File: src/rtl/maxmin_pkg.sv
// Shared definitions for the framed max/min tracker: state encoding and
// index-width derivation.
package maxmin_pkg;

  typedef enum logic {
    ST_EMPTY = 1'b0,
    ST_ACCUM = 1'b1
  } state_t;

  // A single-sample frame still needs a 1-bit index port.
  function automatic int idx_width(input int frame);
    return (frame <= 1) ? 1 : $clog2(frame);
  endfunction

endpackage

File: src/rtl/maxmin_cmp.sv
// Combinational candidate-versus-extremes comparator, signed or unsigned
// depending on SIGNED.
module maxmin_cmp #(
  parameter int WIDTH  = 16,
  parameter bit SIGNED = 1'b1
) (
  input  logic [WIDTH-1:0] cand,
  input  logic [WIDTH-1:0] cur_max,
  input  logic [WIDTH-1:0] cur_min,
  output logic             gt_max,
  output logic             lt_min
);

  generate
    if (SIGNED) begin : g_signed
      assign gt_max = $signed(cand) > $signed(cur_max);
      assign lt_min = $signed(cand) < $signed(cur_min);
    end else begin : g_unsigned
      assign gt_max = cand > cur_max;
      assign lt_min = cand < cur_min;
    end
  endgenerate

endmodule

File: src/rtl/maxmin_frame.sv
// Streaming max/min tracker: splits the valid-qualified sample stream into
// frames of FRAME samples and reports extremes plus their in-frame indices.
module maxmin_frame
  import maxmin_pkg::*;
#(
  parameter  int WIDTH  = 16,
  parameter  int FRAME  = 16,
  parameter  bit SIGNED = 1'b1,
  localparam int IDXW   = idx_width(FRAME)
) (
  input  logic             clk,
  input  logic             rst,
  input  logic             din_valid,
  input  logic [WIDTH-1:0] din,
  input  logic             clr,
  output logic [WIDTH-1:0] dout_max,
  output logic [WIDTH-1:0] dout_min,
  output logic [IDXW-1:0]  max_idx,
  output logic [IDXW-1:0]  min_idx,
  output logic             rdy,
  output logic             busy
);

  state_t           state_reg, state_next;
  logic [IDXW-1:0]  cnt_reg, cnt_next;
  logic [WIDTH-1:0] run_max_reg, run_max_next, run_min_reg, run_min_next;
  logic [IDXW-1:0]  run_maxi_reg, run_maxi_next, run_mini_reg, run_mini_next;
  logic [WIDTH-1:0] out_max_reg, out_max_next, out_min_reg, out_min_next;
  logic [IDXW-1:0]  out_maxi_reg, out_maxi_next, out_mini_reg, out_mini_next;
  logic             rdy_reg, rdy_next;
  logic             busy_reg, busy_next;

  logic             gt_max, lt_min;
  logic             first, last;
  logic [WIDTH-1:0] mrg_max, mrg_min;
  logic [IDXW-1:0]  mrg_maxi, mrg_mini;

  maxmin_cmp #(
    .WIDTH  (WIDTH),
    .SIGNED (SIGNED)
  ) u_cmp (
    .cand    (din),
    .cur_max (run_max_reg),
    .cur_min (run_min_reg),
    .gt_max  (gt_max),
    .lt_min  (lt_min)
  );

  // The first sample of a frame seeds the extremes; later ones replace them
  // only on a strict win so the earliest occurrence keeps a tie.
  assign first    = (state_reg == ST_EMPTY);
  assign last     = (cnt_reg == IDXW'(FRAME - 1));
  assign mrg_max  = (first || gt_max) ? din : run_max_reg;
  assign mrg_min  = (first || lt_min) ? din : run_min_reg;
  assign mrg_maxi = first ? '0 : (gt_max ? cnt_reg : run_maxi_reg);
  assign mrg_mini = first ? '0 : (lt_min ? cnt_reg : run_mini_reg);

  always_comb begin
    state_next    = state_reg;
    cnt_next      = cnt_reg;
    run_max_next  = run_max_reg;
    run_min_next  = run_min_reg;
    run_maxi_next = run_maxi_reg;
    run_mini_next = run_mini_reg;
    out_max_next  = out_max_reg;
    out_min_next  = out_min_reg;
    out_maxi_next = out_maxi_reg;
    out_mini_next = out_mini_reg;
    rdy_next      = 1'b0;

    if (clr) begin
      state_next    = ST_EMPTY;
      cnt_next      = '0;
      run_max_next  = '0;
      run_min_next  = '0;
      run_maxi_next = '0;
      run_mini_next = '0;
    end else if (din_valid) begin
      if (last) begin
        out_max_next  = mrg_max;
        out_min_next  = mrg_min;
        out_maxi_next = mrg_maxi;
        out_mini_next = mrg_mini;
        rdy_next      = 1'b1;
        cnt_next      = '0;
        state_next    = ST_EMPTY;
      end else begin
        run_max_next  = mrg_max;
        run_min_next  = mrg_min;
        run_maxi_next = mrg_maxi;
        run_mini_next = mrg_mini;
        cnt_next      = cnt_reg + IDXW'(1);
        state_next    = ST_ACCUM;
      end
    end

    busy_next = (cnt_next != '0);
  end

  always_ff @(posedge clk or negedge rst) begin
    if (!rst) begin
      state_reg    <= ST_EMPTY;
      cnt_reg      <= '0;
      run_max_reg  <= '0;
      run_min_reg  <= '0;
      run_maxi_reg <= '0;
      run_mini_reg <= '0;
      out_max_reg  <= '0;
      out_min_reg  <= '0;
      out_maxi_reg <= '0;
      out_mini_reg <= '0;
      rdy_reg      <= 1'b0;
      busy_reg     <= 1'b0;
    end else begin
      state_reg    <= state_next;
      cnt_reg      <= cnt_next;
      run_max_reg  <= run_max_next;
      run_min_reg  <= run_min_next;
      run_maxi_reg <= run_maxi_next;
      run_mini_reg <= run_mini_next;
      out_max_reg  <= out_max_next;
      out_min_reg  <= out_min_next;
      out_maxi_reg <= out_maxi_next;
      out_mini_reg <= out_mini_next;
      rdy_reg      <= rdy_next;
      busy_reg     <= busy_next;
    end
  end

  assign dout_max = out_max_reg;
  assign dout_min = out_min_reg;
  assign max_idx  = out_maxi_reg;
  assign min_idx  = out_mini_reg;
  assign rdy      = rdy_reg;
  assign busy     = busy_reg;

endmodule

File: config.mk
export PLATFORM = sky130hd
export DESIGN_NAME = maxmin_frame
export DESIGN_NICKNAME = d
export VERILOG_FILES = /design/src/rtl/maxmin_pkg.sv /design/src/rtl/maxmin_cmp.sv /design/src/rtl/maxmin_frame.sv
export SDC_FILE = /design/constraint.sdc
export NUM_CORES = 1
export LEC_CHECK = 0
export CORE_UTILIZATION = 40
export DETAILED_ROUTE_END_ITERATION = 8
export PLACE_DENSITY = 0.59
export SLEW_MARGIN = 30
export SYNTH_ARGS = -nofsm -noshare
export SYNTH_HDL_FRONTEND = slang
export SYNTH_SLANG_ARGS = --single-unit
File: constraint.sdc
create_clock -name clk -period 6.9 [get_ports clk]
set_input_delay 1.035 -clock clk [delete_from_list [all_inputs] [get_ports clk]]
set_output_delay 1.035 -clock clk [all_outputs]
set_load 0.01 [all_outputs]
Word level (Yosys, flattened, before mapping)
Index checks and enable logic that the tools add are counted.
W data, S select, Z words.
Word-level totals
  register bits after elaboration: 87
  bits of input ports: 20
  output and inout bits: 42
  word-level logic and storage cells: 52
Operators by class
  add/sub/neg operators: 1
  order comparisons: 2
  eq/ne operators: 2
  mux-type cells: 27
  bitwise operators: 2
  reductions and logical operators: 6
Operator list (count)
  $mux W16: 8
  $mux W4: 13
  $gt A16 B16 Y1: 1
  $lt A16 B16 Y1: 1
  $mux W1: 6
  $add A4 B1 Y4 const B: 1
  $eq A4 B4 Y1 const B: 1
  $reduce_bool A4 Y1: 1
  $reduce_and A3 Y1: 1
  $logic_or A1 B1 Y1: 2
  $ne A2 B2 Y1 const B: 1
  $not A1 Y1: 2
  $reduce_and A2 Y1: 1
  $reduce_bool A2 Y1: 1

Logic depth before layout (Yosys ltp)
Gate-level depths: netlist of the first run.
  word-level depth: 6
  gate-level depth with buffers: 10
  mapped depth without buffers: 9

Modules after synthesis
A second synthesis of the first run with hierarchy kept.
Unflattened totals
  cell total of the unflattened synthesis: 461
  area total of the unflattened synthesis: 5147.4 um^2
By module, submodules not included
  maxmin_frame: times used 1, cells each 349, area each 4345.4 um^2, sequential area each 2177.1 um^2
  maxmin_cmp: times used 1, cells each 112, area each 802.0 um^2, sequential area each 0.0 um^2

Worst setup path after synthesis of the first run
Ideal clock, no wire load.
  kind: input -> register
  start point: input din[6]
  end point: register run_mini_reg[0]
  library setup time: 78 ps
  arrival: 3100 ps
  path slack: 3722 ps
  stages on the path: 8
  buffers on the path: 0
  cells stage by stage: ha_1 and3_1 a221oi_1 o221ai_1 a21oi_2 mux2i_2 mux2_2 a21oi_1
On the way
  cells in the longest elaborated chain, start to end: 6
Ends and longest elaborated chain
  from (decl): RTL line maxmin_frame.sv:14  | input logic [WIDTH-1:0] din,
  $lt A16 B16 Y1: RTL line maxmin_cmp.sv:17  | assign lt_min = $signed(cand) < $signed(cur_min);
  $mux W4 (2 in series): RTL line maxmin_frame.sv:56  | assign mrg_mini = first ? '0 : (lt_min ? cnt_reg : run_mini_reg);
  $mux W4: RTL line maxmin_frame.sv:79  | if (last) begin
  $mux W4: RTL line maxmin_frame.sv:78  | end else if (din_valid) begin
  $mux W4: RTL line maxmin_frame.sv:71  | if (clr) begin
  to (signal assigned): RTL line maxmin_frame.sv:120  | run_mini_reg <= run_mini_next;
  to (decl): RTL line maxmin_frame.sv:27  | logic [IDXW-1:0] run_maxi_reg, run_maxi_next, run_mini_reg, run_mini_next;
Every way passes these cells. The select of a mux whose other input is x is not followed.
A chain may end at the register's enable or synchronous reset.

Worst setup path after layout of the first run
  start point: input din[15]
  end point: register out_min_reg[14], in the netlist dout_min[14]
On the way
  cells in the longest elaborated chain, start to end: 3
Ends and longest elaborated chain
  $lt A16 B16 Y1: RTL line maxmin_cmp.sv:17
  $logic_or A1 B1 Y1: RTL line maxmin_frame.sv:54  | assign mrg_min = (first || lt_min) ? din : run_min_reg;
  $mux W16: RTL line maxmin_frame.sv:54
  to (signal assigned): RTL line maxmin_frame.sv:122  | out_min_reg <= out_min_next;
  to (decl): RTL line maxmin_frame.sv:28  | logic [WIDTH-1:0] out_max_reg, out_max_next, out_min_reg, out_min_next;
Every way passes these cells.

==> impl_metrics.py, run 1 <==
metrics = {
    "worst_setup_path": {
        "cp_top_family": "buffers and inverters",
        "cp_max_fo": 22,
        "r2r_end": "dout_min[14]",
        "crit_path_cell_trace": "clkdlybuf4s50_1, ha_1, and4_1, nand2_1, and4bb_2, a21oi_2, o21ai_2, buf_4, mux2i_1, o21ai_0",
        "crit_type": "in2reg",
        "crit_buf_inv": 2,
        "worstReg2RegStart": "run_min_reg[15]",
        "critPathArrivalTime_ns": 4.08,
        "slowest_stage": "clkdlybuf4s50_1",
        "reg2reg_depth": 10,
        "cp-end-kind": "register",
        "cp.required_ns": 7.11,
        "critical-path-max-stage-delay_ns": 0.54,
        "regToRegSetupSlack_ns": 3.93,
        "cp-start-kind": "primary input",
    },
    "logic_synthesis": {
        "ys_seq_area_frac": 0.457,
        "synthArstFlopShare": 1.00,
        "synthDistinctLibCells": 50,
        "synth_xor_area_frac": 0.00184,
        "yosys_warnings": 0,
        "yosys.area_share.simple": 0.136,
        "synth_fp_nets": 547,
        "synth-main-ff-cell": "dfrtp_1",
        "avgSynthCellArea_um2": 9.62,
        "synth_area_um2": 4760,
        "synth-compound-area-share": 0.138,
        "synthAdderAreaFrac": 0.0841,
        "synth_edf_count": 0,
        "ys_ff_latch": 87,
        "synthCells": 495,
        "synth_top_family_by_area": "compound AO/OA/AOI/OAI gates",
        "synthMuxAreaShare": 0.126,
    },
    "global_route": {
        "grt_overflow": 0,
        "grt_pass1_vias": 3700,
        "grt_util_all_layers": 0.189,
        "grt_start_max_net_pins": 88,
        "antenna_found_initial": 0,
        "grt_first_pass_wirelength_um": 18200,
    },
    "floorplanning": {
        "core_um2": 11500,
        "dieArea_um2": 12300,
        "start_util": 0.414,
        "fp.dieH_um": 111,
        "die_w_um": 111,
        "rows": 39,
        "num_io_pins": 62,
    },
    "drt": {
        "drt_iter0_drc": 197,
        "routedWlPerCell_um": 15.6,
        "viasPerCell": 5.27,
        "drtPass1Iterations": 6,
        "ant_nets": 0,
        "drc": 6,
        "drt_wl_total_um": 10800,
        "via_count": 3664,
    },
    "run_status": {
        "violations": "DRC",
        "outcome": "finished, violations left",
    },
    "timing": {
        "worstMarginPinSlew_ns": 0.898,
        "slew_violations": 0,
        "postLayoutSetupSlackWorst_ns": 3.03,
        "maxSlewHeadroom": 0.400,
        "fin_setup_tns_ns": 0,
        "fin_skew_ns": 0.0111,
        "fmax_ghz": 0.258,
        "min_period_ns": 3.87,
        "final-hold-violation-count": 0,
        "period_share": 0.561,
        "setup_violations": 0,
        "rsz0062_at_grt": "no",
    },
    "placement": {
        "dp_hpwl_um": 7500,
        "port_buffers": 61,
        "placed_cells": 679,
        "place_congestion": 0.797,
        "post-place-ws_ns": 2.69,
    },
    "clock_tree": {
        "ctsRootBufferMaster": "clkbuf_16",
        "clock_latency_ns": 0.34,
        "cts_resized": 0,
        "holdBufCountCts": 0,
        "cts_buffers": 9,
        "cts_tree": "built",
        "post_cts.repair.setup_buffers": 0,
        "clock-sinks": 87,
        "clk_pin_slew_ns": 0.06,
        "cts_max_level": 3,
        "clk_path_buf_depth": 2,
    },
    "power": {
        "power_leakage_nw": 2.52,
        "ir_drop_mv": 0.113,
        "p_per_area_nw_per_um2": 204,
    },
    "cells_and_area": {
        "diodes": 0,
        "fin_util": 0.499,
        "final_cell_mix": "87 x dfrtp_1, 66 x nand2_1, 60 x clkdlybuf4s50_1",
        "layout-drive-gt1-share": 0.0725,
        "multiInputGateArea_um2": 2310,
        "seqCellArea_um2": 2180,
        "finalNonFillerCells": 695,
        "nets": 599,
        "areaGrowthSynthToFinish_pct": 20.8,
        "final_common_cell": "dfrtp_1",
        "num-fill-cells": 1096,
    },
    "worst_hold_path": {
        "hold_end": "dout_min[9]",
        "hold_class": "reg2reg",
        "hold_depth": 2,
        "hold_start": "dout_min[9]",
    },
    "job": {
        "max_cap_violations": 0,
    },
}
## per-layer routing
metal	wire length, um	share of wire	track usage
met3	489	0.045	0.0459
met5	0	0	0
met4	207	0.019	0.0838
met1	4850	0.45	0.234
met2	5300	0.49	0.315
## Yosys cell counts (4+ instances only)
master    number  area share
inv_1         36       0.028
nand4_1        5      0.0066
ha_1          32       0.084
nand3_1        9      0.0095
mux2i_1       53        0.11
nand2_1       66       0.052
dfrtp_1       87        0.46
o211ai_1       4      0.0063
o21ai_0       41       0.043
clkbuf_1      17       0.013
a21o_1         4      0.0063
mux2_2         5       0.012
nor2_1        39       0.031
a21oi_1       51       0.054
## how the worst max path moves through the flow
stage            start              end  slack [ns]  depth (start not counted)
4_1_cts         din[6]  run_mini_reg[0]        3.05                          9
3_5_place_dp    din[6]     dout_min[14]        2.69                         10
6_report       din[15]     dout_min[14]        3.03                         10
3_3_place_gp    din[1]      dout_max[4]        2.66                          9
5_1_grt         din[6]  run_mini_reg[0]        2.82                          9
2_1_floorplan   din[6]  run_mini_reg[0]        3.72                          8
## final cells by class
cell class	instances	area share
Tap cell	143	0.0311
Inverter	37	0.0241
Multi-Input combinational cell	346	0.402
Clock inverter	3	0.00305
Sequential cell	87	0.379
Clock buffer	13	0.0452
Timing Repair Buffer	66	0.116
## through the flow
stage | instance area [um^2] | total power [mW] | hold WS (ns)
global route | 5750 | 1.23 | 0.511
detailed placement | 5470 | 0.723 | 0.470
global placement | 5440 | 0.716 | 0.465
CTS | 5750 | 1.19 | 0.483
finish | 5750 | 1.17 | 0.475
floorplan | 4760 | 0.661 | 0.512
## worst reg2reg max path: cells and delay by family, from the launching register on
family	cells	cell delay [ns]
AO/OA/AOI/OAI	3	0.71
AND/OR/NAND/NOR	3	0.66
buffers and inverters	2	0.44
flip-flops	1	0.36
multiplexers	1	0.34
adder cells (fa/ha/maj)	1	0.33
## cells by family after synthesis
family	count (synthesis)
AO/OA/AOI/OAI	114
XOR/XNOR	1
adder cells (fa/ha/maj)	32
buffers and inverters	62
flip-flops	87
multiplexers	59
AND/OR/NAND/NOR	140
## power breakdown
part | total (mW) | switching [mW] | leakage (nW) | internal, mW
sequential | 0.538 | 0.0134 | 1.19 | 0.524
clock | 0.461 | 0.198 | 0.136 | 0.263
combinational | 0.175 | 0.103 | 1.19 | 0.0721
total | 1.17 | 0.314 | 2.52 | 0.859
Note: power is estimated with default switching activity, not from simulation.
==> run 2: changes to the inputs <==
==> constraint.sdc (replaced) <==
create_clock -name clk -period 3.6 [get_ports clk]
set_input_delay 0.54 -clock clk [delete_from_list [all_inputs] [get_ports clk]]
set_output_delay 0.54 -clock clk [all_outputs]
set_load 0.01 [all_outputs]
==> run 2 against run 1 <==
The run still ends with DRC left. Sequential share of layout area down 0.60 points. Critical path depth unchanged. Count of clock-buffer cells in the layout down 2. Register-to-register slack worse by 3.0 ns. Critical endpoint is now run_mini_reg[1]. Largest cell class unchanged. Largest power group unchanged.
==> impl_metrics.py, run 2 (synthesized netlist as in run 1, its figures left out) <==
metrics = {
    "clock_tree": {
        "post_cts.repair.setup_buffers": 0,
        "clk_path_buf_depth": 2,
        "clk_pin_slew_ns": 0.06,
        "holdBufCountCts": 0,
        "cts_tree": "built",
        "cts_max_level": 3,
        "clock_latency_ns": 0.34,
        "cts_buffers": 9,
        "clock-sinks": 87,
        "cts_resized": 0,
        "ctsRootBufferMaster": "clkbuf_16",
    },
    "timing": {
        "postLayoutSetupSlackWorst_ns": 0.550,
        "fin_skew_ns": 0.00608,
        "final-hold-violation-count": 0,
        "rsz0062_at_grt": "no",
        "worstMarginPinSlew_ns": 0.814,
        "slew_violations": 0,
        "setup_violations": 0,
        "fin_setup_tns_ns": 0,
        "fmax_ghz": 0.328,
        "period_share": 0.847,
        "maxSlewHeadroom": 0.457,
        "min_period_ns": 3.05,
    },
    "cells_and_area": {
        "diodes": 0,
        "areaGrowthSynthToFinish_pct": 22.7,
        "fin_util": 0.507,
        "nets": 607,
        "layout-drive-gt1-share": 0.0842,
        "final_common_cell": "dfrtp_1",
        "final_cell_mix": "87 x dfrtp_1, 66 x nand2_1, 60 x clkdlybuf4s50_1",
    },
    "global_route": {
        "grt_pass1_vias": 3594,
        "grt_overflow": 0,
        "antenna_found_initial": 0,
        "grt_start_max_net_pins": 88,
        "grt_util_all_layers": 0.188,
        "grt_first_pass_wirelength_um": 18100,
    },
    "job": {
        "max_cap_violations": 0,
    },
    "worst_setup_path": {
        "cp-end-kind": "register",
        "critPathArrivalTime_ns": 3.31,
        "cp-start-kind": "primary input",
        "crit_path_cell_trace": "clkdlybuf4s50_1, ha_1, and3_1, a221oi_1, o221ai_1, a21oi_2, mux2i_2, buf_4, mux2_2, a21oi_1",
        "crit_start": "din[7]",
        "critical-path-max-stage-delay_ns": 0.61,
        "cp_max_fo": 8,
        "cp_top_family": "compound AO/OA/AOI/OAI gates",
        "slowest_stage": "clkdlybuf4s50_1",
        "crit_buf_inv": 2,
        "worstReg2RegStart": "run_min_reg[7]",
        "crit_type": "in2reg",
        "cp.required_ns": 3.86,
    },
    "drt": {
        "drt_wl_total_um": 10800,
        "drtPass1Iterations": 6,
        "via_count": 3702,
        "drt_iter0_drc": 227,
        "ant_nets": 0,
        "drc": 6,
        "viasPerCell": 5.28,
        "routedWlPerCell_um": 15.4,
    },
    "floorplanning": {
        "num_io_pins": 62,
        "fp.dieH_um": 111,
        "rows": 39,
        "start_util": 0.414,
        "die_w_um": 111,
        "dieArea_um2": 12300,
        "core_um2": 11500,
    },
    "run_status": {
        "outcome": "finished, violations left",
        "violations": "DRC",
    },
    "placement": {
        "port_buffers": 61,
        "dp_hpwl_um": 7520,
        "place_congestion": 0.771,
        "post-place-ws_ns": 0.212,
    },
    "worst_hold_path": {
        "hold_class": "in2async",
    },
    "power": {
        "power_leakage_nw": 2.56,
        "p_per_area_nw_per_um2": 394,
        "ir_drop_mv": 0.208,
    },
}
[run 2: changes by cell type in the layout (fill, tap and decap cells not counted)]
| cell | delta |
|---|---|
| buf_12 | +3 |
| buf_4 | +7 |
| buf_8 | -2 |
| bufinv_16 | +1 |
| clkbuf_1 | -1 |
| clkbuf_8 | -1 |
| clkinv_2 | -2 |
| clkinvlp_4 | +1 |
[run 2: per-stage QoR]
step                      area [um^2]  power (mW)  hold WS [ns]  instances
after floorplan                  4760        1.27         0.244        495
after global placement           5550        1.39         0.469        687
after detailed placement         5560        1.40         0.468        687
after CTS                        5840        2.33         0.300        701
after global routing             5840        2.41         0.338        701
final                            5840        2.30         0.223        701
[run 2: layer usage]
layer | part of all wire | up-vias | track usage
li1 | - | 1830 | -
met1 | 0.45 | 1804 | 0.234
met3 | 0.030 | 11 | 0.0388
met5 | 0 | - | 0
met2 | 0.51 | 57 | 0.325
met4 | 0.014 | 0 | 0.0604
[run 2: power by group]
group | internal (mW) | total [mW] | leakage [nW] | switching [mW]
Clock | 0.549 | 0.921 | 0.134 | 0.371
Sequential | 1.01 | 1.03 | 1.19 | 0.0265
Combinational | 0.151 | 0.348 | 1.24 | 0.196
[run 2: area by class of cell]
type / instances / area (um^2)
well taps: 143 / 179
inverters: 37 / 139
clock buffers: 11 / 243
multi-input cells: 346 / 2310
clock inverters: 3 / 45.0
fillers: 1105 / 5670
flip-flops and latches: 87 / 2180
repair buffers: 74 / 747
[run 2: final timing paths]
kind | end | slack (ns) | cells past startpoint
worst max-delay path | run_mini_reg[1] | 0.55 | 10
worst max register to register | run_mini_reg[1] | 0.92 | 10
worst min-delay path | rdy | 0.22 | 1
max in group asynchronous | busy | 2.77 | 1
min in group clk | dout_min[5] | 0.48 | 2
worst min register to register | dout_min[5] | 0.48 | 2
==> run 3: changes to the inputs <==
--- a/config.mk
+++ b/config.mk
@@ -7,7 +7,7 @@
 export LEC_CHECK = 0
 export CORE_UTILIZATION = 40
 export DETAILED_ROUTE_END_ITERATION = 8
-export PLACE_DENSITY = 0.59
+export PLACE_DENSITY = 0.61
 export SLEW_MARGIN = 30
 export SYNTH_ARGS = -nofsm -noshare
 export SYNTH_HDL_FRONTEND = slang
==> constraint.sdc (replaced) <==
create_clock -name clk -period 2.5 [get_ports clk]
set_input_delay 0.375 -clock clk [delete_from_list [all_inputs] [get_ports clk]]
set_output_delay 0.375 -clock clk [all_outputs]
set_load 0.01 [all_outputs]
==> run 3 against run 2 <==
The run ends with DRC, hold timing left. Global-route usage rose by 2.4 points. Sequential power increased by 44%. Design area is 16% higher. Critical endpoint is now dout_min[9]. Total power up 65%. First-iteration DRC count is 17% lower. Setup slack got worse by 0.53 ns. Wire length grew 16%. Clock skew fell by 0.0019 ns.
==> impl_metrics.py, run 3 (synthesized netlist as in run 1, its figures left out) <==
metrics = {
    "placement": {
        "placed_area_um2": 5850,
        "port_buffers": 61,
        "dp_hpwl_um": 8280,
        "place_congestion": 0.808,
    },
    "worst_setup_path": {
        "cp-end-kind": "register",
        "crit_type": "reg2reg",
        "crit_start": "run_min_reg[12]",
        "cp.required_ns": 2.73,
        "critPathArrivalTime_ns": 2.71,
        "regToRegSetupSlack_ns": 0.02,
        "worstReg2RegStart": "run_min_reg[12]",
        "cp-start-kind": "register",
        "cp_max_fo": 8,
    },
    "timing": {
        "min_period_ns": 2.48,
        "period_share": 0.993,
        "holdWs_ns": -0.0149,
        "worstMarginPinSlew_ns": 0.517,
        "fin_skew_ns": 0.00417,
        "final-hold-violation-count": 12,
        "fmax_ghz": 0.403,
        "setup_violations": 0,
        "slew_violations": 0,
        "maxSlewHeadroom": 0.652,
        "rsz0062_at_grt": "yes",
    },
    "global_route": {
        "grt_first_pass_wirelength_um": 20200,
        "grt_util_all_layers": 0.211,
        "grt_overflow": 0,
        "grt_start_max_net_pins": 53,
        "grt_pass1_vias": 4014,
        "antenna_found_initial": 0,
    },
    "floorplanning": {
        "start_util": 0.414,
        "core_um2": 11500,
        "dieArea_um2": 12300,
        "die_w_um": 111,
        "rows": 39,
        "num_io_pins": 62,
        "fp.dieH_um": 111,
    },
    "power": {
        "p_per_area_nw_per_um2": 562,
        "ir_drop_mv": 0.312,
        "power_leakage_nw": 2.99,
    },
    "clock_tree": {
        "ctsRootBufferMaster": "clkbuf_16",
        "cts_tree": "built",
        "clock-sinks": 87,
        "clk_pin_slew_ns": 0.07,
        "cts_max_level": 3,
        "cts_buffers": 9,
        "clk_path_buf_depth": 2,
        "clock_latency_ns": 0.35,
    },
    "drt": {
        "drc": 8,
        "viasPerCell": 5.22,
        "routedWlPerCell_um": 16.5,
        "drt_wl_total_um": 12500,
        "drt_iter0_drc": 189,
        "drtPass1Iterations": 7,
        "ant_nets": 0,
        "via_count": 3961,
    },
    "cells_and_area": {
        "nets": 663,
        "final_area_um2": 6770,
        "final_common_cell": "dfrtp_1",
        "diodes": 0,
        "areaGrowthSynthToFinish_pct": 42.1,
        "layout-drive-gt1-share": 0.245,
        "final_cell_mix": "87 x dfrtp_1, 65 x nand2_1, 52 x buf_4",
    },
    "job": {
        "max_cap_violations": 0,
    },
    "worst_hold_path": {
        "hold_class": "in2async",
    },
    "run_status": {
        "outcome": "finished, violations left",
        "violations": "DRC, hold timing",
    },
}
==> run 3: worst max-delay path, stage by stage, from the launching register on <==
cell      delay (ns)
dfrtp_1         0.38
inv_1           0.06
ha_1            0.27
and4_4          0.24
nand2_2         0.07
and4bb_2        0.35
a21oi_4         0.08
buf_6           0.15
o21ai_4         0.24
buf_12          0.20
mux2i_2         0.24
o21ai_1         0.07
==> run 3: cell type report <==
class / instances / area, um^2
Clock buffer: 9 / 225
Clock inverter: 7 / 121
Fill cell: 986 / 4750
Inverter: 37 / 139
Multi-Input combinational cell: 346 / 2670
Sequential cell: 87 / 2180
Tap cell: 143 / 179
Timing Repair Buffer: 130 / 1260
==> run 3: through the flow <==
stage | total power, mW | setup WS (ns) | utilization | std cells | TNS (ns)
5_1_grt | 3.96 | -0.113 | 0.588 | 759 | -1.46
6_report | 3.80 | 0.0174 | 0.588 | 759 | 0
4_1_cts | 3.74 | -0.0195 | 0.563 | 748 | -0.0830
2_1_floorplan | 1.83 | 0.0294 | - | 495 | 0
3_3_place_gp | 2.07 | -0.635 | 0.508 | 720 | -37.27
3_5_place_dp | 2.09 | -0.735 | 0.508 | 720 | -41.89
==> run 3: power breakdown <==
part	switching [mW]	internal, mW
clock network	0.595	0.978
logic	0.377	0.370
registers	0.0374	1.45
total	1.01	2.79
==> run 3: worst paths after layout <==
check | depth (start not counted) | to
worst max-delay path | 11 | dout_min[9]
worst min-delay path | 1 | rdy
worst max register to register | 11 | dout_min[9]
worst min register to register | 2 | dout_min[6]
max in group asynchronous | 2 | max_idx[3]
min in group clk | 4 | run_min_reg[6]
==> run 3: layer usage <==
layer / vias up / part of all wire / routed length [um] / global-route usage
met5: - / 0 / 0 / 0
met3: 16 / 0.034 / 424 / 0.0541
met2: 70 / 0.51 / 6430 / 0.374
li1: 1944 / - / - / -
met1: 1931 / 0.43 / 5430 / 0.250
met4: 0 / 0.019 / 235 / 0.0685
==> run 3: what timing repair did <==
item,CTS,global route
cloned,3,1
pin swaps,18,33
endpoints found under the setup margin,80,75
buffers inserted,9,12
resized for setup,56,68
hold buffers,0,0
==> patch: new RTL, flow settings as in run 3 <==
`FRAME`: 16 -> 24.
--- a/src/rtl/maxmin_frame.sv
+++ b/src/rtl/maxmin_frame.sv
@@ -6,3 +6,3 @@
   parameter  int WIDTH  = 16,
-  parameter  int FRAME  = 16,
+  parameter  int FRAME  = 24,
   parameter  bit SIGNED = 1'b1,
Ports: changed (resized max_idx and min_idx); port bits go from 62 to 64. No check against the original RTL was run, so the function may have changed too.
==> patch against run 3 <==
  * The flow finishes with violations (DRC, setup timing)
  * Fmax decreased by 4.1%
  * Setup slack got worse by 110 ps
  * Sequential cell count increased by 5
  * Via count grew 2.2%
  * Power fell by 4.6%
  * Critical path type unchanged
  * Wire length increased by 10%
  * Largest cell class unchanged
  * Combinational power shrank 1%
  * First-iteration DRC count grew 7.4%
  * Largest power group is now sequential cells
  * Count of clock-buffer cells in the layout up 2
  * Cell area shrank 1.6%
  * Area after synthesis shrank 2.1%
  * Clock power decreased by 15%
==> patch: results (changes against run 3) <==
Pin count of the biggest net entering global routing: 48 (-9.4%)
Worst setup margin: -88.4 ps (-106 ps)
M1 wire length: 6.08 mm (+12%)
Met2 WL: 6.68 mm (+3.9%)
Final setup viols: 26 (+26)
Transition time of the tightest slew-check pin: 616 ps (+99.3 ps)
Status: finished, violations left
Violated checks: DRC, setup timing
Commonest cells in the netlist: dfrtp_1 (92), nand2_1 (67), a22o_1 (42)
P_sw: 1020 µW (+1.1%)
Top post-synthesis cells by area: dfrtp_1 (49%), ha_1 (8.6%), a22o_1 (7.9%)
Sum Neg Setup Slack: -731 ps (-731 ps)
Worst hold slack: 29.4 ps (+44.3 ps)
Final Wtd Congestion: 0.863 (+6.8%)
Layout cells sized above 1: 23.8% (-0.74 points)
Port Buffers: 63 (+3.3%)
Critical Path Max Stage Delay: 420 ps (+40 ps)
Vias in the first global route: 3903 (-2.8%)
Logic gate share of total power: 20.4% (+0.8 points)
Crit path capture: run_min_reg[8]$_DFFE_PN0P_
Fin cells: 732 (-3.6%)
Netlist cell types: 47 (-6.0%)
Global-route wire length before repair: 19.7 mm (-2.5%)
Number of DRC markers in iteration 0: 203 (+7.4%)
Fin nets: 636 (-4.1%)
Max stage delay cell, worst path: a2111o_1
Syn nets: 511 (-6.6%)
Worst R2R Setup Slack: -90 ps (-110 ps)
Clock Power Share: 36.5% (-4.9 points)
CP Launch Point: run_min_reg[9]$_DFFE_PN0P_
Worst R2R Path Depth: 10 (-1)
DRC: 2 (-6)
Gr usage total: 21.8% (+0.62 points)
Routed WL per cell: 18.8 µm (+14%)
Sequential fraction of the synthesis area: 49.4% (+3.7 points)
==> patch: metal layers <==
| layer | vias to the layer above | GRT usage, % |
|---|---|---|
| met5 | - | 0 |
| li1 | 1919 | - |
| met3 | 21 | 2.47 |
| met2 | 109 | 34.6 |
| met1 | 2001 | 29.8 |
| met4 | 0 | 10.2 |
==> patch: area by class of cell <==
type | instances | area, µm²
multi-input cells | 304 | 2380
well taps | 143 | 179
repair buffers | 141 | 1370
clock inverters | 5 | 36.3
flip-flops and latches | 92 | 2300
inverters | 36 | 135
clock buffers | 11 | 253
fillers | 959 | 4710
==> patch: logic make-up after synthesis <==
kind of cell,share of synthesized area (%)
AO/OA/AOI/OAI,20.3
multiplexers,2.23
XOR/XNOR,0.188
adder cells (fa/ha/maj),8.59
buffers and inverters,5.66
flip-flops,49.4
AND/OR/NAND/NOR,13.7
